### src/rtl/uart_pkg.sv
// Shared constants for the UART: register addresses, CTRL/STATUS bit
// positions and the state encoding used by both the TX and RX engines.
package uart_pkg;

    // Register addresses on the 3-bit bus
    localparam logic [2:0] ADDR_TX     = 3'd0;
    localparam logic [2:0] ADDR_RX     = 3'd1;
    localparam logic [2:0] ADDR_DIV_LO = 3'd2;
    localparam logic [2:0] ADDR_DIV_HI = 3'd3;
    localparam logic [2:0] ADDR_CTRL   = 3'd4;
    localparam logic [2:0] ADDR_STATUS = 3'd5;

    // CTRL bit indices
    localparam int CTRL_TX_EN      = 0;
    localparam int CTRL_RX_EN      = 1;
    localparam int CTRL_PARITY_EN  = 2;
    localparam int CTRL_PARITY_ODD = 3;
    localparam int CTRL_TWO_STOP   = 4;
    localparam int CTRL_IRQ_RX_EN  = 5;
    localparam int CTRL_IRQ_TX_EN  = 6;
    localparam int CTRL_IRQ_ERR_EN = 7;

    // STATUS bit indices
    localparam int STAT_TX_EMPTY   = 0;
    localparam int STAT_TX_FULL    = 1;
    localparam int STAT_RX_EMPTY   = 2;
    localparam int STAT_RX_FULL    = 3;
    localparam int STAT_OVERRUN    = 4;
    localparam int STAT_PARITY_ERR = 5;
    localparam int STAT_FRAME_ERR  = 6;
    localparam int STAT_TX_BUSY    = 7;

    // CTRL value after reset: transmitter and receiver enabled, 8N1, no irqs
    localparam logic [7:0] CTRL_RESET = 8'h03;

    // Frame engine states, shared by TX and RX
    typedef enum logic [2:0] {
        S_IDLE   = 3'd0,
        S_START  = 3'd1,
        S_DATA   = 3'd2,
        S_PARITY = 3'd3,
        S_STOP   = 3'd4
    } uart_state_e;

endpackage

### src/rtl/sync_fifo.sv
// Synchronous FIFO with combinational read port. Pop of an empty FIFO is
// ignored; a push into a full FIFO is accepted only when a pop frees a slot
// in the same cycle.
module sync_fifo #(
    parameter int WIDTH = 8,
    parameter int DEPTH = 16
) (
    input  logic                     clk,
    input  logic                     reset,
    input  logic                     push,
    input  logic                     pop,
    input  logic [WIDTH-1:0]         data_in,
    output logic [WIDTH-1:0]         data_out,
    output logic                     full,
    output logic                     empty,
    output logic [$clog2(DEPTH):0]   count
);
    localparam int AW = $clog2(DEPTH);
    localparam int CW = AW + 1;

    logic [WIDTH-1:0] mem_q [DEPTH];
    logic [AW-1:0]    wptr_q;
    logic [AW-1:0]    rptr_q;
    logic [CW-1:0]    count_q;
    logic             do_push;
    logic             do_pop;

    assign empty    = (count_q == '0);
    assign full     = (count_q == CW'(DEPTH));
    assign count    = count_q;
    assign data_out = mem_q[rptr_q];
    assign do_pop   = pop && !empty;
    assign do_push  = push && (!full || do_pop);

    // Storage array; no reset needed, occupancy is tracked by the pointers
    always_ff @(posedge clk) begin
        if (do_push) mem_q[wptr_q] <= data_in;
    end

    // Pointer and occupancy bookkeeping
    always_ff @(posedge clk or posedge reset) begin
        if (reset) begin
            wptr_q  <= '0;
            rptr_q  <= '0;
            count_q <= '0;
        end else begin
            if (do_push) wptr_q <= wptr_q + AW'(1);
            if (do_pop)  rptr_q <= rptr_q + AW'(1);
            case ({do_push, do_pop})
                2'b10:   count_q <= count_q + CW'(1);
                2'b01:   count_q <= count_q - CW'(1);
                default: ;
            endcase
        end
    end

endmodule

### src/rtl/uart_param.sv
// Parametrised UART with a small register bus, TX/RX FIFOs, programmable
// baud divider with oversampling, optional parity and one or two stop bits.
module uart_param
    import uart_pkg::*;
#(
    parameter int DATA_BITS   = 8,
    parameter int FIFO_DEPTH  = 16,
    parameter int OVERSAMPLE  = 16,
    parameter int DEFAULT_DIV = 77
) (
    input  logic       clk,
    input  logic       reset,
    input  logic [2:0] wb_addr,
    input  logic [7:0] wb_data_in,
    output logic [7:0] wb_data_out,
    input  logic       wb_we,
    input  logic       wb_stb,
    output logic       wb_ack,
    output logic       tx_bit,
    input  logic       rx_bit,
    output logic       irq
);
    localparam int OSW = (OVERSAMPLE > 1) ? $clog2(OVERSAMPLE) : 1;
    localparam int CW  = $clog2(FIFO_DEPTH) + 1;
    localparam logic [OSW-1:0] OS_LAST  = OSW'(OVERSAMPLE - 1);
    localparam logic [OSW-1:0] OS_HALF  = OSW'(OVERSAMPLE / 2 - 1);
    localparam logic [2:0]     BIT_LAST = 3'(DATA_BITS - 1);

    // Bus and configuration registers
    logic                 ack_q;
    logic [7:0]           dout_q;
    logic [15:0]          div_q;
    logic [7:0]           ctrl_q;
    logic [2:0]           err_q;     // [2] frame, [1] parity, [0] overrun
    logic [2:0]           err_d;
    logic [15:0]          baud_q;
    logic [7:0]           rd_data;
    logic [7:0]           status;

    // Bus decode: an access happens on the edge that raises ack
    logic access, wr_en, rd_en, tx_push, rx_pop, status_rd, div_wr, tick;
    assign access    = wb_stb && !ack_q;
    assign wr_en     = access && wb_we;
    assign rd_en     = access && !wb_we;
    assign tx_push   = wr_en && (wb_addr == ADDR_TX);
    assign rx_pop    = rd_en && (wb_addr == ADDR_RX);
    assign status_rd = rd_en && (wb_addr == ADDR_STATUS);
    assign div_wr    = wr_en && ((wb_addr == ADDR_DIV_LO) || (wb_addr == ADDR_DIV_HI));
    assign tick      = (baud_q == div_q);

    // FIFO interfaces
    logic [DATA_BITS-1:0] tx_dout, rx_dout;
    logic                 tx_full, tx_empty, rx_full, rx_empty, tx_pop;
    logic [CW-1:0]        tx_count, rx_count;
    logic                 unused_counts;
    assign unused_counts = ^{tx_count, rx_count};   // occupancy is not in the register map

    // TX engine registers
    uart_state_e          tx_state_q;
    logic [OSW-1:0]       tx_os_q;
    logic [2:0]           tx_idx_q;
    logic [DATA_BITS-1:0] tx_sh_q;
    logic                 tx_par_q, tx_pen_q, tx_two_q, tx_stop2_q, tx_q;

    // RX engine registers
    uart_state_e          rx_state_q;
    logic [OSW-1:0]       rx_os_q;
    logic [2:0]           rx_idx_q;
    logic [DATA_BITS-1:0] rx_sh_q;
    logic                 rx_pen_q, rx_odd_q, rx_perr_q, rx_wait_q;
    logic                 rx_push_q, rx_pset_q, rx_fset_q;
    logic                 sync1_q, sync2_q, rx_s, ovr_set;

    assign rx_s    = sync2_q;
    assign tx_pop  = (tx_state_q == S_IDLE) && ctrl_q[CTRL_TX_EN] && !tx_empty;
    assign ovr_set = rx_push_q && rx_full && !rx_pop;
    // A STATUS read clears the sticky errors, but a new error in that cycle survives
    assign err_d   = (status_rd ? 3'b000 : err_q) | {rx_fset_q, rx_pset_q, ovr_set};
    assign status  = {(tx_state_q != S_IDLE), err_q, rx_full, rx_empty, tx_full, tx_empty};

    assign wb_ack      = ack_q;
    assign wb_data_out = dout_q;
    assign tx_bit      = tx_q;
    assign irq = (ctrl_q[CTRL_IRQ_RX_EN] && !rx_empty) || (ctrl_q[CTRL_IRQ_TX_EN] && tx_empty) ||
                 (ctrl_q[CTRL_IRQ_ERR_EN] && (|err_q));

    sync_fifo #(.WIDTH(DATA_BITS), .DEPTH(FIFO_DEPTH)) u_tx_fifo (
        .clk(clk), .reset(reset), .push(tx_push), .pop(tx_pop),
        .data_in(wb_data_in[DATA_BITS-1:0]), .data_out(tx_dout),
        .full(tx_full), .empty(tx_empty), .count(tx_count)
    );

    sync_fifo #(.WIDTH(DATA_BITS), .DEPTH(FIFO_DEPTH)) u_rx_fifo (
        .clk(clk), .reset(reset), .push(rx_push_q), .pop(rx_pop),
        .data_in(rx_sh_q), .data_out(rx_dout),
        .full(rx_full), .empty(rx_empty), .count(rx_count)
    );

    // Read data mux; narrow RX data is zero-extended, empty RX reads 0x00
    always_comb begin
        rd_data = 8'h00;
        case (wb_addr)
            ADDR_RX:     if (!rx_empty) rd_data = 8'(rx_dout);
            ADDR_DIV_LO: rd_data = div_q[7:0];
            ADDR_DIV_HI: rd_data = div_q[15:8];
            ADDR_CTRL:   rd_data = ctrl_q;
            ADDR_STATUS: rd_data = status;
            default:     rd_data = 8'h00;
        endcase
    end

    // Bus handshake, register writes, read data capture and sticky errors
    always_ff @(posedge clk or posedge reset) begin
        if (reset) begin
            ack_q  <= 1'b0;
            dout_q <= 8'h00;
            div_q  <= 16'(DEFAULT_DIV);
            ctrl_q <= CTRL_RESET;
            err_q  <= 3'b000;
        end else begin
            ack_q <= access;
            err_q <= err_d;
            if (rd_en) dout_q <= rd_data;
            if (wr_en) begin
                case (wb_addr)
                    ADDR_DIV_LO: div_q[7:0]  <= wb_data_in;
                    ADDR_DIV_HI: div_q[15:8] <= wb_data_in;
                    ADDR_CTRL:   ctrl_q      <= wb_data_in;
                    default:     ;
                endcase
            end
        end
    end

    // Baud tick generator: counts 0..DIV, restarts whenever DIV is written
    always_ff @(posedge clk or posedge reset) begin
        if (reset)           baud_q <= '0;
        else if (div_wr)     baud_q <= '0;
        else if (tick)       baud_q <= '0;
        else                 baud_q <= baud_q + 16'd1;
    end

    // Two-flop synchronizer for the asynchronous serial input
    always_ff @(posedge clk or posedge reset) begin
        if (reset) begin
            sync1_q <= 1'b1;
            sync2_q <= 1'b1;
        end else begin
            sync1_q <= rx_bit;
            sync2_q <= sync1_q;
        end
    end

    // TX frame engine; frame format is latched when a byte is popped
    always_ff @(posedge clk or posedge reset) begin
        if (reset) begin
            tx_state_q <= S_IDLE;
            tx_os_q    <= '0;
            tx_idx_q   <= '0;
            tx_sh_q    <= '0;
            tx_par_q   <= 1'b0;
            tx_pen_q   <= 1'b0;
            tx_two_q   <= 1'b0;
            tx_stop2_q <= 1'b0;
            tx_q       <= 1'b1;
        end else if (tx_state_q == S_IDLE) begin
            tx_q <= 1'b1;
            if (tx_pop) begin
                tx_state_q <= S_START;
                tx_q       <= 1'b0;
                tx_os_q    <= '0;
                tx_sh_q    <= tx_dout;
                tx_par_q   <= (^tx_dout) ^ ctrl_q[CTRL_PARITY_ODD];
                tx_pen_q   <= ctrl_q[CTRL_PARITY_EN];
                tx_two_q   <= ctrl_q[CTRL_TWO_STOP];
            end
        end else if (tick) begin
            if (tx_os_q != OS_LAST) begin
                tx_os_q <= tx_os_q + OSW'(1);
            end else begin
                tx_os_q <= '0;
                case (tx_state_q)
                    S_START: begin
                        tx_state_q <= S_DATA;
                        tx_idx_q   <= '0;
                        tx_q       <= tx_sh_q[0];
                    end
                    S_DATA: begin
                        if (tx_idx_q == BIT_LAST) begin
                            tx_state_q <= tx_pen_q ? S_PARITY : S_STOP;
                            tx_q       <= tx_pen_q ? tx_par_q : 1'b1;
                            tx_stop2_q <= tx_two_q;
                        end else begin
                            tx_idx_q <= tx_idx_q + 3'd1;
                            tx_sh_q  <= tx_sh_q >> 1;
                            tx_q     <= tx_sh_q[1];
                        end
                    end
                    S_PARITY: begin
                        tx_state_q <= S_STOP;
                        tx_q       <= 1'b1;
                    end
                    S_STOP: begin
                        if (tx_stop2_q) tx_stop2_q <= 1'b0;
                        else            tx_state_q <= S_IDLE;
                    end
                    default: begin
                        tx_state_q <= S_IDLE;
                        tx_q       <= 1'b1;
                    end
                endcase
            end
        end
    end

    // RX frame engine; a low stop bit holds the engine until the line idles
    // high again, so a held-low line is not mistaken for a new start bit
    always_ff @(posedge clk or posedge reset) begin
        if (reset) begin
            rx_state_q <= S_IDLE;
            rx_os_q    <= '0;
            rx_idx_q   <= '0;
            rx_sh_q    <= '0;
            rx_pen_q   <= 1'b0;
            rx_odd_q   <= 1'b0;
            rx_perr_q  <= 1'b0;
            rx_wait_q  <= 1'b0;
            rx_push_q  <= 1'b0;
            rx_pset_q  <= 1'b0;
            rx_fset_q  <= 1'b0;
        end else begin
            rx_push_q <= 1'b0;
            rx_pset_q <= 1'b0;
            rx_fset_q <= 1'b0;
            case (rx_state_q)
                S_IDLE: begin
                    if (ctrl_q[CTRL_RX_EN] && !rx_s) begin
                        rx_state_q <= S_START;
                        rx_os_q    <= '0;
                        rx_pen_q   <= ctrl_q[CTRL_PARITY_EN];
                        rx_odd_q   <= ctrl_q[CTRL_PARITY_ODD];
                        rx_perr_q  <= 1'b0;
                        rx_wait_q  <= 1'b0;
                    end
                end
                S_START: if (tick) begin
                    if (rx_os_q == OS_HALF) begin
                        rx_os_q    <= '0;
                        rx_idx_q   <= '0;
                        rx_state_q <= rx_s ? S_IDLE : S_DATA;
                    end else begin
                        rx_os_q <= rx_os_q + OSW'(1);
                    end
                end
                S_DATA: if (tick) begin
                    if (rx_os_q == OS_LAST) begin
                        rx_os_q <= '0;
                        rx_sh_q <= {rx_s, rx_sh_q[DATA_BITS-1:1]};
                        if (rx_idx_q == BIT_LAST) rx_state_q <= rx_pen_q ? S_PARITY : S_STOP;
                        else                      rx_idx_q   <= rx_idx_q + 3'd1;
                    end else begin
                        rx_os_q <= rx_os_q + OSW'(1);
                    end
                end
                S_PARITY: if (tick) begin
                    if (rx_os_q == OS_LAST) begin
                        rx_os_q    <= '0;
                        rx_perr_q  <= rx_s != ((^rx_sh_q) ^ rx_odd_q);
                        rx_state_q <= S_STOP;
                    end else begin
                        rx_os_q <= rx_os_q + OSW'(1);
                    end
                end
                S_STOP: begin
                    if (rx_wait_q) begin
                        if (rx_s) begin
                            rx_wait_q  <= 1'b0;
                            rx_state_q <= S_IDLE;
                        end
                    end else if (tick) begin
                        if (rx_os_q == OS_LAST) begin
                            rx_os_q   <= '0;
                            rx_push_q <= 1'b1;
                            rx_pset_q <= rx_perr_q;
                            rx_fset_q <= !rx_s;
                            if (rx_s) rx_state_q <= S_IDLE;
                            else      rx_wait_q  <= 1'b1;
                        end else begin
                            rx_os_q <= rx_os_q + OSW'(1);
                        end
                    end
                end
                default: rx_state_q <= S_IDLE;
            endcase
        end
    end

endmodule

### config.mk
export PLATFORM = sky130hd
export DESIGN_NAME = uart_param
export DESIGN_NICKNAME = d
export VERILOG_FILES = /design/src/rtl/uart_pkg.sv /design/src/rtl/sync_fifo.sv /design/src/rtl/uart_param.sv
export SDC_FILE = /design/constraint.sdc
export NUM_CORES = 1
export LEC_CHECK = 0
export BUFFER_PORTS_ARGS = -buffer_cell sky130_fd_sc_hd__buf_4
export CORE_MARGIN = 5
export CORE_UTILIZATION = 58
export DETAILED_ROUTE_END_ITERATION = 8
export GPL_ROUTABILITY_DRIVEN = 1
export HOLD_SLACK_MARGIN = 0.1
export PLACE_DENSITY = 0.74
export SLEW_MARGIN = 20
export SYNTH_ARGS = -nofsm -noshare
export SYNTH_HDL_FRONTEND = slang
export SYNTH_SLANG_ARGS = --single-unit
### constraint.sdc
create_clock -name clk -period 7.02 [get_ports clk]
set_clock_uncertainty 0.1 [all_clocks]
set_input_delay 1.053 -clock clk [delete_from_list [all_inputs] [get_ports clk]]
set_output_delay 1.053 -clock clk [all_outputs]
set_load 0.05 [all_outputs]
==> results of run 1 <==
==> final cells by class <==
type | instances | area, µm² | share of cell area [%]
flip-flops and latches | 384 | 10900 | 60.0
multi-input cells | 609 | 5210 | 28.6
clock buffers | 52 | 1090 | 6.00
well taps | 378 | 473 | 2.60
repair buffers | 34 | 255 | 1.40
clock inverters | 16 | 154 | 0.846
inverters | 25 | 98.8 | 0.544
==> report_power, final <==
| part | total [W] | internal, W | switching (W) | leakage, nW |
|---|---|---|---|---|
| sequential | 0.00280 | 0.00257 | 0.000234 | 4.21 |
| combinational | 0.00130 | 0.000627 | 0.000673 | 2.11 |
| clock | 0.00202 | 0.00120 | 0.000822 | 0.608 |
==> state kept, by name, summed over array words and instances, names as in the netlist, 4 cells and up <==
| register | flops |
|---|---|
| u_rx_fifo.mem_q | 128 |
| u_tx_fifo.mem_q | 128 |
| baud_q | 16 |
| div_q | 16 |
| ctrl_q | 8 |
| rx_sh_q | 8 |
| tx_sh_q | 8 |
| wb_data_out | 8 |
| u_rx_fifo.count | 5 |
| u_tx_fifo.count | 5 |
| rx_os_q | 4 |
| tx_os_q | 4 |
| u_rx_fifo.rptr_q | 4 |
| u_rx_fifo.wptr_q | 4 |
| u_tx_fifo.rptr_q | 4 |
| u_tx_fifo.wptr_q | 4 |
==> per-layer routing <==
layer / track usage, % / wire length, µm
met1: 30.9 / 14200
met2: 34.4 / 16300
met3: 3.56 / 1610
met4: 7.35 / 1030
met5: 0 / 0
==> Yosys cell counts, types with 8 or more instances <==
| cell type | count | share of area, % |
|---|---|---|
| sky130_fd_sc_hd__nand3_1 | 23 | 0.70 |
| sky130_fd_sc_hd__o21ai_0 | 12 | 0.37 |
| sky130_fd_sc_hd__a31oi_1 | 8 | 0.31 |
| sky130_fd_sc_hd__nor2_1 | 70 | 1.6 |
| sky130_fd_sc_hd__a21oi_1 | 35 | 1.1 |
| sky130_fd_sc_hd__xnor2_1 | 29 | 1.6 |
| sky130_fd_sc_hd__nand4_1 | 8 | 0.31 |
| sky130_fd_sc_hd__xor2_1 | 36 | 1.9 |
| sky130_fd_sc_hd__ha_1 | 25 | 1.9 |
| sky130_fd_sc_hd__dfstp_2 | 9 | 1.4 |
| sky130_fd_sc_hd__o21ai_1 | 31 | 0.95 |
| sky130_fd_sc_hd__mux4_2 | 76 | 10 |
| sky130_fd_sc_hd__buf_1 | 9 | 0.21 |
| sky130_fd_sc_hd__nand2_1 | 96 | 2.2 |
| sky130_fd_sc_hd__o22ai_1 | 8 | 0.31 |
| sky130_fd_sc_hd__mux2_1 | 38 | 2.6 |
| sky130_fd_sc_hd__nor3_1 | 15 | 0.46 |
| sky130_fd_sc_hd__nor2b_1 | 9 | 0.34 |
| sky130_fd_sc_hd__edfxtp_1 | 256 | 47 |
| sky130_fd_sc_hd__nor4_1 | 9 | 0.34 |
| sky130_fd_sc_hd__dfrtp_1 | 119 | 18 |
| sky130_fd_sc_hd__inv_1 | 19 | 0.44 |
| sky130_fd_sc_hd__clkbuf_1 | 25 | 0.57 |
| sky130_fd_sc_hd__a22oi_1 | 9 | 0.41 |
| sky130_fd_sc_hd__nand2b_1 | 13 | 0.50 |
==> cell usage in the layout (no fill, tap or decap), types with 3 or more instances in the layout <==
| master | count |
|---|---|
| sky130_fd_sc_hd__clkbuf_1 | 8 |
| sky130_fd_sc_hd__a21oi_1 | 35 |
| sky130_fd_sc_hd__o22ai_1 | 8 |
| sky130_fd_sc_hd__nand2b_1 | 13 |
| sky130_fd_sc_hd__buf_4 | 34 |
| sky130_fd_sc_hd__nor2b_1 | 9 |
| sky130_fd_sc_hd__xor2_1 | 36 |
| sky130_fd_sc_hd__inv_1 | 18 |
| sky130_fd_sc_hd__dfrtp_1 | 117 |
| sky130_fd_sc_hd__nand4_1 | 8 |
| sky130_fd_sc_hd__o21ai_1 | 30 |
| sky130_fd_sc_hd__ha_1 | 25 |
| sky130_fd_sc_hd__xnor2_1 | 29 |
| sky130_fd_sc_hd__clkinv_2 | 6 |
| sky130_fd_sc_hd__o31ai_1 | 4 |
| sky130_fd_sc_hd__a21o_1 | 6 |
| sky130_fd_sc_hd__nor4_1 | 9 |
| sky130_fd_sc_hd__a221oi_1 | 5 |
| sky130_fd_sc_hd__mux4_2 | 76 |
| sky130_fd_sc_hd__inv_2 | 6 |
| sky130_fd_sc_hd__nand3_1 | 23 |
| sky130_fd_sc_hd__dfstp_2 | 9 |
| sky130_fd_sc_hd__a31oi_1 | 8 |
| sky130_fd_sc_hd__nor3_1 | 9 |
| sky130_fd_sc_hd__nor3_2 | 6 |
| sky130_fd_sc_hd__bufinv_16 | 3 |
| sky130_fd_sc_hd__or3_1 | 5 |
| sky130_fd_sc_hd__edfxtp_1 | 256 |
| sky130_fd_sc_hd__clkinv_1 | 5 |
| sky130_fd_sc_hd__and3_1 | 4 |
| sky130_fd_sc_hd__a22oi_1 | 9 |
| sky130_fd_sc_hd__mux2_1 | 38 |
| sky130_fd_sc_hd__clkbuf_16 | 41 |
| sky130_fd_sc_hd__nand2_1 | 96 |
| sky130_fd_sc_hd__nor2_1 | 70 |
| sky130_fd_sc_hd__o21ai_0 | 12 |
| sky130_fd_sc_hd__mux2_2 | 3 |
| sky130_fd_sc_hd__mux2i_1 | 6 |
| sky130_fd_sc_hd__xnor2_2 | 3 |
==> worst max-delay path, delay by kind of cell <==
kind,cells,cell delay (ns)
adders and majority gates,2,0.55
xor gates and xnor gates,3,0.49
AOI/OAI and AO/OA,4,1.17
buffers and inverters,2,0.15
and+or+nand+nor,5,0.70
==> worst max path at each step <==
stage / endpoint / slack (ns) / depth (start not counted)
3_3_place_gp: u_tx_fifo.count[4] / 2.82 / 16
5_1_grt: u_tx_fifo.count[4] / 2.85 / 16
2_1_floorplan: baud_q[0] / 2.47 / 1
3_5_place_dp: u_tx_fifo.count[4] / 2.73 / 16
6_report: u_tx_fifo.count[4] / 3.23 / 16
4_1_cts: u_tx_fifo.count[4] / 3.25 / 16
==> logic make-up after synthesis <==
family / share of synthesized area (%)
XOR/XNOR: 3.91
buffers and inverters: 1.86
AO/OA/AOI/OAI: 4.95
AND/OR/NAND/NOR: 7.07
multiplexers: 13.6
adder cells (fa/ha/maj): 2.03
flip-flops: 66.5
==> through the flow <==
| step | setup WS (ns) | utilization, % | cells | instance area [µm²] | total power [W] |
|---|---|---|---|---|---|
| floorplan | 2.47 | - | 1062 | 16400 | 0.00386 |
| global placement | 2.82 | 60.7 | 1430 | 16900 | 0.00411 |
| detailed placement | 2.73 | 60.7 | 1430 | 16900 | 0.00414 |
| CTS | 3.25 | 65.2 | 1498 | 18200 | 0.00617 |
| global route | 2.85 | 65.3 | 1498 | 18200 | 0.00642 |
| finish | 3.23 | 65.3 | 1498 | 18200 | 0.00613 |
==> metrics.log, run 1 <==
INFO  metric timing.critical_path.from_type = input pin
INFO  metric flip_flop_and_latch_count_after_synthesis = ~380
INFO  metric cts_buffers = 38
INFO  metric timing.final.hold_violations = 0
INFO  metric pin_count_of_the_biggest_net_entering_global_routing = 92
INFO  metric worstHoldPathCells = 0
INFO  metric crit_start = wb_stb
INFO  metric drt_first_iter_violations = 766
INFO  metric layout_overhead_on_the_synthesized_area = 11.0%
INFO  metric grt_antenna_before_repair = 0
INFO  metric post_cts_resized = 0
INFO  metric ys_types = 58
INFO  metric core = about 28000 µm²
INFO  metric rr_startpoint = tx_state_q[0]
INFO  metric layout_worst_path_cycle_share = around 54%
INFO  metric clk_pin_slew_worst_paths = 0.06 ns
INFO  metric setup_slack_on_the_worst_flop_to_flop_path = around 3.4 ns
INFO  metric detail-route-antenna-nets = 0
INFO  metric initial_util = 58.8%
INFO  metric period_minus_slack = ~3.8 ns
INFO  metric tritoncts_clock_tree = built
INFO  metric power_density = 337 nW/µm²
INFO  metric setup_violations = 0
INFO  metric cts-root-to-sink-buffers = 3
INFO  metric post_cts_setup_buffers = 0
INFO  metric max_cap_viol_count = 0
INFO  metric post_synth_instance_area = between 15000 and 20000 µm²
INFO  metric clkLatencyLatePin = 0.53 ns
INFO  metric timing.critical_path.required = between 7 and 8 ns
INFO  metric vias_per_cell = between 5 and 6
INFO  metric layout-drive-gt1-share = approximately 18%
INFO  metric diodes = 0
INFO  metric grt.total_usage = between 20% and 30%
INFO  metric chipHeight = ~180 µm
INFO  metric critical-path-max-stage-delay = 0.74 ns
INFO  metric hold-worst-slack = between 0.2 and 0.3 ns
INFO  metric worst_hold_startpoint = sync1_q
INFO  metric crit-reg2reg-capture = u_tx_fifo.count[4]
INFO  metric worstHoldEndpoint = rx_s
INFO  metric cts-hold-fix-buffers = 0
INFO  metric fill_cells = 1971
INFO  metric routability_driven_placement_congestion_ratio = 0.822
INFO  metric port_buffers = 26
INFO  metric route.detailed.drc = 0
INFO  metric synth-seq-area-share = about two thirds
INFO  metric dominantRegCellSynth = sky130_fd_sc_hd__edfxtp_1
INFO  metric io_pins = 27
INFO  metric firstDrtPassIters = 5
INFO  metric fin_nets = between 1000 and 1500
INFO  metric cts_sinks = 384
INFO  metric place.detailed.hpwl = 21100 µm
INFO  metric r2r_depth = 14
INFO  metric postSynthAreaPerCell = between 15 and 20 µm²
INFO  metric cp_slowest_cell = sky130_fd_sc_hd__a31oi_1
INFO  metric syn-instance-count = approximately 1100
INFO  metric maxSlewHeadroom = 34.5%
INFO  metric grt_pass1_vias = 8820
INFO  metric crit_path_end_kind = flop
INFO  metric die_width = 178 µm
INFO  metric cts.htree.levels = 2
INFO  metric fp.dieArea = 31700 µm²
INFO  metric postSynth.asyncResetShare = roughly 33%
INFO  metric max_freq = 264 MHz
INFO  metric std_cell_rows = between 60 and 70
INFO  metric crit_chain = buf_4, nor2b_1, nand2_1, nor2_1, nand2_1, a31oi_1, inv_2, ha_1, xor2_1, ha_1, o21ai_0, a21oi_1, a21oi_1, xor2_1, nor2_1, xor2_1
INFO  metric rsz0062_at_grt = no
INFO  metric outcome = finished clean
INFO  metric finalMaxSlewViolations = 0
INFO  metric routed-via-count = 8902
INFO  metric tns = 0 ns
INFO  metric clk_root_buffer_cell = sky130_fd_sc_hd__clkbuf_16
INFO  metric synth_enable_flop_cells = 256
INFO  metric ir_drop = approximately 250 µV
INFO  metric worstMarginPinSlew = 0.978 ns
INFO  metric postSynthNetCount = 1104
INFO  metric wl_per_cell = 22.2 µm
INFO  metric worstHoldPathType = flop to flop
INFO  metric classification_of_the_worst_setup_path = input pin to flop
INFO  metric arrival = 4.11 ns
INFO  metric wire_length_of_the_first_global_routing_pass = 51700 µm
INFO  metric leakage_power = a little under 7 nW
INFO  metric drt_total_wl = 33200 µm
INFO  metric path_max_fanout = 9
INFO  metric ys_warn_count = 0
INFO  metric critical-path-top-cell-by-count = sky130_fd_sc_hd__xor2_1
INFO  metric overflow_left_after_global_routing = 0
No activity file was read; power rests on OpenSTA's default activity.
==> run 2: changes to the inputs <==
--- a/config.mk
+++ b/config.mk
@@ -5,6 +5,7 @@
 export SDC_FILE = /design/constraint.sdc
 export NUM_CORES = 1
 export LEC_CHECK = 0
+export ABC_AREA = 1
 export BUFFER_PORTS_ARGS = -buffer_cell sky130_fd_sc_hd__buf_4
 export CORE_MARGIN = 5
 export CORE_UTILIZATION = 58
==> constraint.sdc (replaced) <==
create_clock -name clk -period 3.5 [get_ports clk]
set_clock_uncertainty 0.1 [all_clocks]
set_input_delay 0.525 -clock clk [delete_from_list [all_inputs] [get_ports clk]]
set_output_delay 0.525 -clock clk [all_outputs]
set_load 0.05 [all_outputs]
==> metrics.log, run 2 <==
INFO  metric place.detailed.hpwl = 25100 µm (+19%)
INFO  metric period_minus_slack = 3.30 ns
INFO  metric critical-path-top-cell-by-count = sky130_fd_sc_hd__nand2_1
INFO  metric sequential_group_share_of_total_power = 39.9% (-5.9 points)
INFO  metric chipHeight = 182 µm (+2.5%)
INFO  metric pwr-share-clk = 28.6% (-4.4 points)
INFO  metric syn-instance-count = 1690 (+59%)
INFO  metric ys_types = 55 (-5.2%)
INFO  metric layout_overhead_on_the_synthesized_area = 11.1% (about the same)
INFO  metric port_buffers = 26 (unchanged)
INFO  metric synthTopCellsByArea = sky130_fd_sc_hd__edfxtp_1 45%, sky130_fd_sc_hd__dfrtp_1 17%, sky130_fd_sc_hd__nand2_1 8.9%
INFO  metric clk_pin_slew_worst_paths = 0.06 ns (about the same)
INFO  metric arrival = 3.60 ns (-0.51 ns)
INFO  metric ys_warn_count = 0 (unchanged)
INFO  metric path_max_fanout = 7 (-2)
INFO  metric postSynth.asyncResetShare = 33.3% (unchanged)
INFO  metric grt_pass1_vias = 11900 (+35%)
INFO  metric fp.dieArea = 33300 µm² (+5.0%)
INFO  metric diodes = 0 (unchanged)
INFO  metric power_switching_share = 36.3% (+8.0 points)
INFO  metric routed-via-count = 12200 (+37%)
INFO  metric worstMarginPinSlew = 0.970 ns (-0.00779 ns)
INFO  metric crit_path_end_kind = flop
INFO  metric crit_chain = nor4_2, nand2_1, nand4_1, inv_1, nand2_1, nand2_1, nand2_1, ha_2, ha_1, a21o_1, a31oi_1, inv_1, a21oi_1, o21ai_0, xor2_1
INFO  metric reg_top3 = u_rx_fifo.mem_q x128, u_tx_fifo.mem_q x128
INFO  metric layout_worst_path_cycle_share = 94.2%
INFO  metric clk_root_buffer_cell = sky130_fd_sc_hd__clkbuf_16
INFO  metric dominantRegCellSynth = sky130_fd_sc_hd__edfxtp_1
INFO  metric flip_flop_and_latch_count_after_synthesis = 384 (unchanged)
INFO  metric cts-root-to-sink-buffers = 3 (unchanged)
INFO  metric initial_util = 58.5% (-0.29 points)
INFO  metric cts_sinks = 384 (unchanged)
INFO  metric outcome = finished clean
INFO  metric synth_top_area_cell = sky130_fd_sc_hd__edfxtp_1
INFO  metric cp_slowest_cell = sky130_fd_sc_hd__dfrtp_1
INFO  metric drt_first_iter_violations = 1124 (+47%)
INFO  metric leakage_power = 8.23 nW (+19%)
INFO  metric synth-seq-area-share = 63.2% (-3.3 points)
INFO  metric pin_count_of_the_biggest_net_entering_global_routing = 72 (-22%)
INFO  metric max_cap_viol_count = 0 (unchanged)
INFO  metric setup_violations = 0 (unchanged)
INFO  metric finalMaxSlewViolations = 0 (unchanged)
INFO  metric timing.final.hold_violations = 0 (unchanged)
INFO  metric firstDrtPassIters = 7 (+2)
INFO  metric wl_per_cell = 18.1 µm (-18%)
INFO  metric post_synth_instance_area = 17300 µm² (+5.3%)
INFO  metric classification_of_the_worst_setup_path = flop to flop
INFO  metric cts_buffers = 40 (+5.3%)
INFO  metric ir_drop = 455 µV (+80%)
INFO  metric route.detailed.drc = 0 (unchanged)
INFO  metric fin_nets = 1776 (+57%)
INFO  metric synth_enable_flop_cells = 256 (unchanged)
INFO  metric timing.critical_path.required = 3.80 ns (-3.54 ns)
INFO  metric critical-path-max-stage-delay = 0.43 ns (-0.31 ns)
INFO  metric mostFrequentLayoutCells = 410 x sky130_fd_sc_hd__nand2_1, 256 x sky130_fd_sc_hd__edfxtp_1, 174 x sky130_fd_sc_hd__inv_1
INFO  metric drt_total_wl = 39100 µm (+18%)
INFO  metric timing.critical_path.from_type = flop
INFO  metric worstHoldPathType = input pin to flop
INFO  metric proportion_of_power_drawn_by_combinational_gates = 31.5% (+10 points)
INFO  metric routability_driven_placement_congestion_ratio = 0.913 (+11%)
INFO  metric power.net_switching = 0.00503 W (+190%)
INFO  metric power.total = 0.0139 W (+130%)
INFO  metric vias_per_cell = 5.65 (-5.0%)
INFO  metric io_pins = 27 (unchanged)
INFO  metric internal_power = 0.00884 W (+100%)
INFO  metric cts.htree.levels = 2 (unchanged)
INFO  metric mostFrequentLayoutCell = sky130_fd_sc_hd__nand2_1
INFO  metric detail-route-antenna-nets = 0 (unchanged)
INFO  metric numPlacedInstances = 2080 (+45%)
INFO  metric postSynthNetCount = 1732 (+57%)
INFO  metric tritoncts_clock_tree = built
INFO  metric fin_cells = 2155 (+44%)
INFO  metric postSynthAreaPerCell = 10.2 µm² (-34%)
INFO  metric layout-drive-gt1-share = 9.63% (-8.1 points)
INFO  metric yosys.cell_count.top_type = sky130_fd_sc_hd__nand2_1
INFO  metric maxSlewHeadroom = 35.1% (+0.58 points)
INFO  metric std_cell_rows = 63 (+3.3%)
INFO  metric die_width = 182 µm (+2.5%)
INFO  metric synth.top_cells.by_count = 410 x sky130_fd_sc_hd__nand2_1, 256 x sky130_fd_sc_hd__edfxtp_1, 175 x sky130_fd_sc_hd__inv_1
INFO  metric wire_length_of_the_first_global_routing_pass = 63200 µm (+22%)
INFO  metric grt_antenna_before_repair = 0 (unchanged)
INFO  metric yosys.area.top_type_share = 44.6% (-2.4 points)
INFO  metric max_freq = around 300 MHz
INFO  metric core = 29500 µm² (+5.8%)
INFO  metric grt.total_usage = 23.7% (+2.1 points)
INFO  metric overflow_left_after_global_routing = 0 (unchanged)
INFO  metric clkLatencyLatePin = 0.53 ns (about the same)
INFO  metric power_density = 723 nW/µm² (+110%)
## run 2: changes by cell type in the layout (fill, tap and decap cells not counted), sizes merged, moves of 31 or more
cell / delta
o21ai: +96
nor2: +84
nand3: +80
nand2: +322
inv: +160
mux4: -76
mux2: -31
## run 2: worst max-delay path: cells and delay by family, from the launching register on
family	cells	cell delay, ns
adders and majority gates	2	0.56
and+or+nand+nor	6	1.05
buffers and inverters	2	0.22
xor gates and xnor gates	1	0.16
DFF	1	0.43
AOI/OAI and AO/OA	4	0.64
## run 2: final timing paths
| path | start | end | slack (ns) | cells past startpoint |
|---|---|---|---|---|
| setup / recovery | u_rx_fifo.count[1] | u_rx_fifo.count[4] | 0.20 | 15 |
| hold / removal | wb_stb | wb_ack | 0.15 | 3 |
| setup reg to reg | u_rx_fifo.count[1] | u_rx_fifo.count[4] | 0.20 | 15 |
| hold reg to reg | sync1_q | rx_s | 0.26 | 0 |
| max in group asynchronous | reset | u_tx_fifo.rptr_q[0] | 1.85 | 4 |
| min in group asynchronous | reset | u_rx_fifo.wptr_q[3] | 0.53 | 3 |
## run 2: metrics by stage
step | utilization, % | setup slack [ns] | instance area [µm²] | hold WS [ns] | TNS (ns)
finish | 65.0 | 0.204 | 19200 | 0.153 | 0
global route | 65.0 | -0.0240 | 19200 | 0.147 | -0.0240
CTS | 65.0 | 0.278 | 19200 | 0.143 | 0
detailed placement | 60.8 | 0.312 | 17900 | 0.263 | 0
global placement | 60.8 | 0.408 | 17900 | 0.260 | 0
floorplan | - | 0.647 | 17300 | 0.245 | 0
## run 2: power by group through the flow
stage / logic, W / clock network, W / registers [W]
finish: 0.00437 / 0.00396 / 0.00553
global route: 0.00492 / 0.00424 / 0.00557
CTS: 0.00436 / 0.00403 / 0.00552
detailed placement: 0.00431 / 0 / 0.00560
global placement: 0.00420 / 0 / 0.00559
floorplan: 0.00315 / 0 / 0.00560
## run 2: logic make-up (layout without fill, tap and decap cells)
family                     after synthesis  in the layout  synth area share, %
xor gates and xnor gates                42             42                 2.13
AOI/OAI and AO/OA                      263            263                 8.87
and+or+nand+nor                        720            720                 17.5
muxes                                   10             10                0.696
DFF                                    384            384                 63.2
buffers and inverters                  245            320                 5.66
adders and majority gates               26             26                 1.93
## run 2: repair_timing
action | 4_1_cts | 5_1_grt
endpoints found under the setup margin | 0 | 1
buffers inserted | 0 | 0
gates resized for setup | 0 | 1
hold buffers | 2 | 0
hold endpoints to repair | 19 | 0
## run 2: metal layers
| metal | share of wire [%] | wire [µm] | global-route usage, % |
|---|---|---|---|
| met4 | 2.8 | 1080 | 7.18 |
| met3 | 6.4 | 2490 | 3.65 |
| met5 | 0 | 0 | 0 |
| met2 | 50 | 19400 | 39.8 |
| met1 | 41 | 16100 | 32.1 |
## run 2: final cells by class
| class | count | area (µm²) |
|---|---|---|
| Multi-Input combinational cell | 1061 | 5380 |
| Sequential cell | 384 | 10900 |
| Fill cell | 2273 | 10300 |
| Tap cell | 390 | 488 |
| Inverter | 189 | 714 |
| Timing Repair Buffer | 58 | 465 |
| Clock buffer | 50 | 1040 |
| Clock inverter | 23 | 183 |
==> run 3: changes to the inputs <==
--- a/config.mk
+++ b/config.mk
@@ -7,12 +7,14 @@
 export LEC_CHECK = 0
 export ABC_AREA = 1
 export BUFFER_PORTS_ARGS = -buffer_cell sky130_fd_sc_hd__buf_4
+export CAP_MARGIN = 0
 export CORE_MARGIN = 5
 export CORE_UTILIZATION = 58
 export DETAILED_ROUTE_END_ITERATION = 8
 export GPL_ROUTABILITY_DRIVEN = 1
 export HOLD_SLACK_MARGIN = 0.1
 export PLACE_DENSITY = 0.74
+export REMOVE_ABC_BUFFERS = 1
 export SLEW_MARGIN = 20
 export SYNTH_ARGS = -nofsm -noshare
 export SYNTH_HDL_FRONTEND = slang
==> metrics.log, run 3 (same netlist as run 2, synthesis figures left out) <==
INFO  metric timing.critical_path.from_type = flop
INFO  metric worstMarginPinSlew = 0.873 ns (-0.0973 ns)
INFO  metric internal_power = 0.00895 W (+1.3%)
INFO  metric wl_per_cell = 18.3 µm (+0.91%)
INFO  metric dpl_worst_slack = 0.369 ns (+0.0572 ns)
INFO  metric vias_per_cell = 5.67 (+0.50%)
INFO  metric numPlacedInstances = 2079 (-0.048%)
INFO  metric groute.layer.met3.usage = 3.19% (-0.46 points)
INFO  metric worstHoldEndpoint = wb_ack
INFO  metric worst_hold_startpoint = wb_stb
INFO  metric postLayoutSetupSlackWorst = 0.393 ns (+0.189 ns)
INFO  metric critical-path-top-cell-by-count = sky130_fd_sc_hd__nand2_1
INFO  metric worstHoldPathType = input pin to flop
INFO  metric r2r_depth = 15 (unchanged)
INFO  metric path_max_fanout = 7 (unchanged)
INFO  metric layout_overhead_on_the_synthesized_area = 11.3%
INFO  metric cts_buffers = 40 (unchanged)
INFO  metric layout_worst_path_cycle_share = 88.8% (-5.4 points)
INFO  metric cts-root-to-sink-buffers = 3 (unchanged)
INFO  metric pin_count_of_the_biggest_net_entering_global_routing = 73 (+1.4%)
INFO  metric area_used_by_multi_input_combinational_logic = 5380 µm² (unchanged)
INFO  metric diodes = 0 (unchanged)
INFO  metric classification_of_the_worst_setup_path = flop to flop
INFO  metric power_density = 729 nW/µm² (+0.79%)
INFO  metric crit_start = u_rx_fifo.count[1]
INFO  metric route.detailed.drc = 0 (unchanged)
INFO  metric fp.dieArea = 33300 µm² (unchanged)
INFO  metric arrival = 3.41 ns (-0.19 ns)
INFO  metric crit-reg2reg-capture = u_rx_fifo.count[4]
INFO  metric pwr-share-clk = 29.0% (+0.4 points)
INFO  metric finalMaxSlewViolations = 0 (unchanged)
INFO  metric max_cap_viol_count = 0 (unchanged)
INFO  metric global_route.peak_usage_layer = met2
INFO  metric power.total = 0.0140 W (+0.98%)
INFO  metric clk_pin_slew_worst_paths = 0.06 ns (about the same)
INFO  metric place.detailed.hpwl = 25500 µm (+1.6%)
INFO  metric io_pins = 27 (unchanged)
INFO  metric timing.critical_path.required = 3.81 ns (about the same)
INFO  metric chipHeight = 182 µm (unchanged)
INFO  metric cp_slowest_cell = sky130_fd_sc_hd__dfrtp_1
INFO  metric fin_nets = 1775 (-0.056%)
INFO  metric post_cts_setup_buffers = 0 (unchanged)
INFO  metric rr_startpoint = u_rx_fifo.count[1]
INFO  metric fin_cells = 2153 (-0.093%)
INFO  metric reg_top3 = u_rx_fifo.mem_q x128, u_tx_fifo.mem_q x128
INFO  metric grt.total_usage = 23.7% (about the same)
INFO  metric cp_num_buf_inv = 2 (unchanged)
INFO  metric initial_util = 58.5% (unchanged)
INFO  metric mostFrequentLayoutCells = 410 x sky130_fd_sc_hd__nand2_1, 256 x sky130_fd_sc_hd__edfxtp_1, 173 x sky130_fd_sc_hd__inv_1
INFO  metric wire_length_of_the_first_global_routing_pass = 63100 µm (-0.15%)
INFO  metric outcome = finished clean
INFO  metric clkLatencyLatePin = 0.53 ns (about the same)
INFO  metric grt_util_met1 = 32.9% (+0.78 points)
INFO  metric met2_usage = 39.1% (-0.68 points)
INFO  metric grt_antenna_before_repair = 0 (unchanged)
INFO  metric core = 29500 µm² (unchanged)
INFO  metric routability_driven_placement_congestion_ratio = 0.929 (+1.8%)
INFO  metric maxSlewHeadroom = 41.6% (+6.5 points)
INFO  metric critical-path-max-stage-delay = 0.43 ns (about the same)
INFO  metric detail-route-antenna-nets = 0 (unchanged)
INFO  metric setup_slack_on_the_worst_flop_to_flop_path = 0.39 ns (+0.19 ns)
INFO  metric cts_sinks = 384 (unchanged)
INFO  metric clk_root_buffer_cell = sky130_fd_sc_hd__clkbuf_16
INFO  metric timing.final.hold_violations = 0 (unchanged)
INFO  metric mostFrequentLayoutCell = sky130_fd_sc_hd__nand2_1
INFO  metric power.net_switching = 0.00505 W (+0.41%)
INFO  metric crit_path_end_kind = flop
INFO  metric ir_drop = 457 µV (+0.50%)
INFO  metric setup_violations = 0 (unchanged)
INFO  metric leakage_power = 8.23 nW (about the same)
INFO  metric tritoncts_clock_tree = built
INFO  metric max_freq = 322 MHz (+6.1%)
INFO  metric worstHoldPathCells = 3 (unchanged)
INFO  metric sequential_group_share_of_total_power = 39.5% (-0.4 points)
INFO  metric port_buffers = 26 (unchanged)
INFO  metric sequential_cell_area = 10900 µm² (unchanged)
INFO  metric power_switching_share = 36.1% (-0.20 points)
INFO  metric rsz0062_at_grt = no
INFO  metric cts.htree.levels = 2 (unchanged)
INFO  metric die_width = 182 µm (unchanged)
INFO  metric tns = 0 ns (unchanged)
INFO  metric std_cell_rows = 63 (unchanged)
INFO  metric drt_total_wl = 39400 µm (+0.81%)
INFO  metric fill_cells = 2245 (-1.2%)
INFO  metric crit_chain = nor4_2, nand2_1, nand4_1, inv_1, nand2_1, nand2_1, nand2_1, ha_2, ha_1, a21o_1, a31oi_1, inv_1, a21oi_1, o21ai_0, xor2_1
INFO  metric proportion_of_power_drawn_by_combinational_gates = 31.5% (about the same)
INFO  metric layout-drive-gt1-share = 9.53% (-0.10 points)
INFO  metric grt_pass1_vias = 11900 (+0.25%)
INFO  metric drt_first_iter_violations = 1053 (-6.3%)
INFO  metric period_minus_slack = 3.11 ns (-0.189 ns)
INFO  metric overflow_left_after_global_routing = 0 (unchanged)
INFO  metric path_delay_family = simple AND/OR/NAND/NOR gates
INFO  metric routed-via-count = 12200 (+0.41%)
INFO  metric firstDrtPassIters = 6 (-1)
run 3: cell types whose count changed in the layout (fill, tap and decap cells not counted):
cell                         change
sky130_fd_sc_hd__inv_6           -1
sky130_fd_sc_hd__inv_1           -1
sky130_fd_sc_hd__clkinv_2        -8
sky130_fd_sc_hd__clkinv_1        +1
sky130_fd_sc_hd__clkbuf_16       +1
sky130_fd_sc_hd__inv_8           +1
sky130_fd_sc_hd__buf_4           -1
sky130_fd_sc_hd__clkinvlp_4      +2
sky130_fd_sc_hd__clkinv_8        -1
sky130_fd_sc_hd__clkinv_4        -1
sky130_fd_sc_hd__clkbuf_8        +7
sky130_fd_sc_hd__bufinv_16       -1
run 3: area by class of cell:
class | count | area share [%]
well taps | 390 | 2.54
repair buffers | 57 | 2.38
flip-flops and latches | 384 | 56.8
multi-input cells | 1061 | 28.0
clock buffers | 58 | 6.04
inverters | 189 | 3.73
clock inverters | 14 | 0.541
run 3: routing by layer:
layer / share of wire [%] / vias up
met2: 49 / 422
met1: 42 / 5914
met3: 6.4 / 79
li1: - / 5803
met5: 0 / -
met4: 2.7 / 0
run 3: worst max path at each step:
stage	to	cells past startpoint	slack, ns
2_1_floorplan	baud_q[0]	1	-0.52
3_3_place_gp	u_rx_fifo.count[4]	15	0.43
3_5_place_dp	u_rx_fifo.count[4]	15	0.37
4_1_cts	u_rx_fifo.count[4]	15	0.32
5_1_grt	u_rx_fifo.count[4]	15	0.04
6_report	u_rx_fifo.count[4]	15	0.39
run 3: worst reg2reg max path: cells and delay by family, from the launching register on:
| family | cells | cell delay [ns] |
|---|---|---|
| fa+ha+maj | 2 | 0.57 |
| buf+inv | 2 | 0.19 |
| xor+xnor | 1 | 0.15 |
| compound gates | 4 | 0.55 |
| flops | 1 | 0.43 |
| simple gates | 6 | 1.01 |
run 3: per-stage QoR:
stage / utilization [%] / cell area, µm² / hold slack [ns]
floorplan: - / 17000 / 0.245
global placement: 60.8 / 17900 / 0.261
detailed placement: 60.8 / 17900 / 0.265
CTS: 65.1 / 19200 / 0.133
global route: 65.1 / 19200 / 0.161
finish: 65.1 / 19200 / 0.148
run 3: repair_timing:
item,CTS,global route
hold buffers,2,0
endpoints found under the setup margin,0,1
gates resized for setup,0,1
hold endpoints to repair,67,0
run 3: power by group through the flow:
| stage | logic, W | clock network (W) | registers (W) |
|---|---|---|---|
| global placement | 0.00422 | 0 | 0.00560 |
| CTS | 0.00438 | 0.00413 | 0.00552 |
| global route | 0.00493 | 0.00432 | 0.00557 |
| detailed placement | 0.00435 | 0 | 0.00561 |
| floorplan | 0.00273 | 0 | 0.00583 |
| finish | 0.00441 | 0.00406 | 0.00553 |
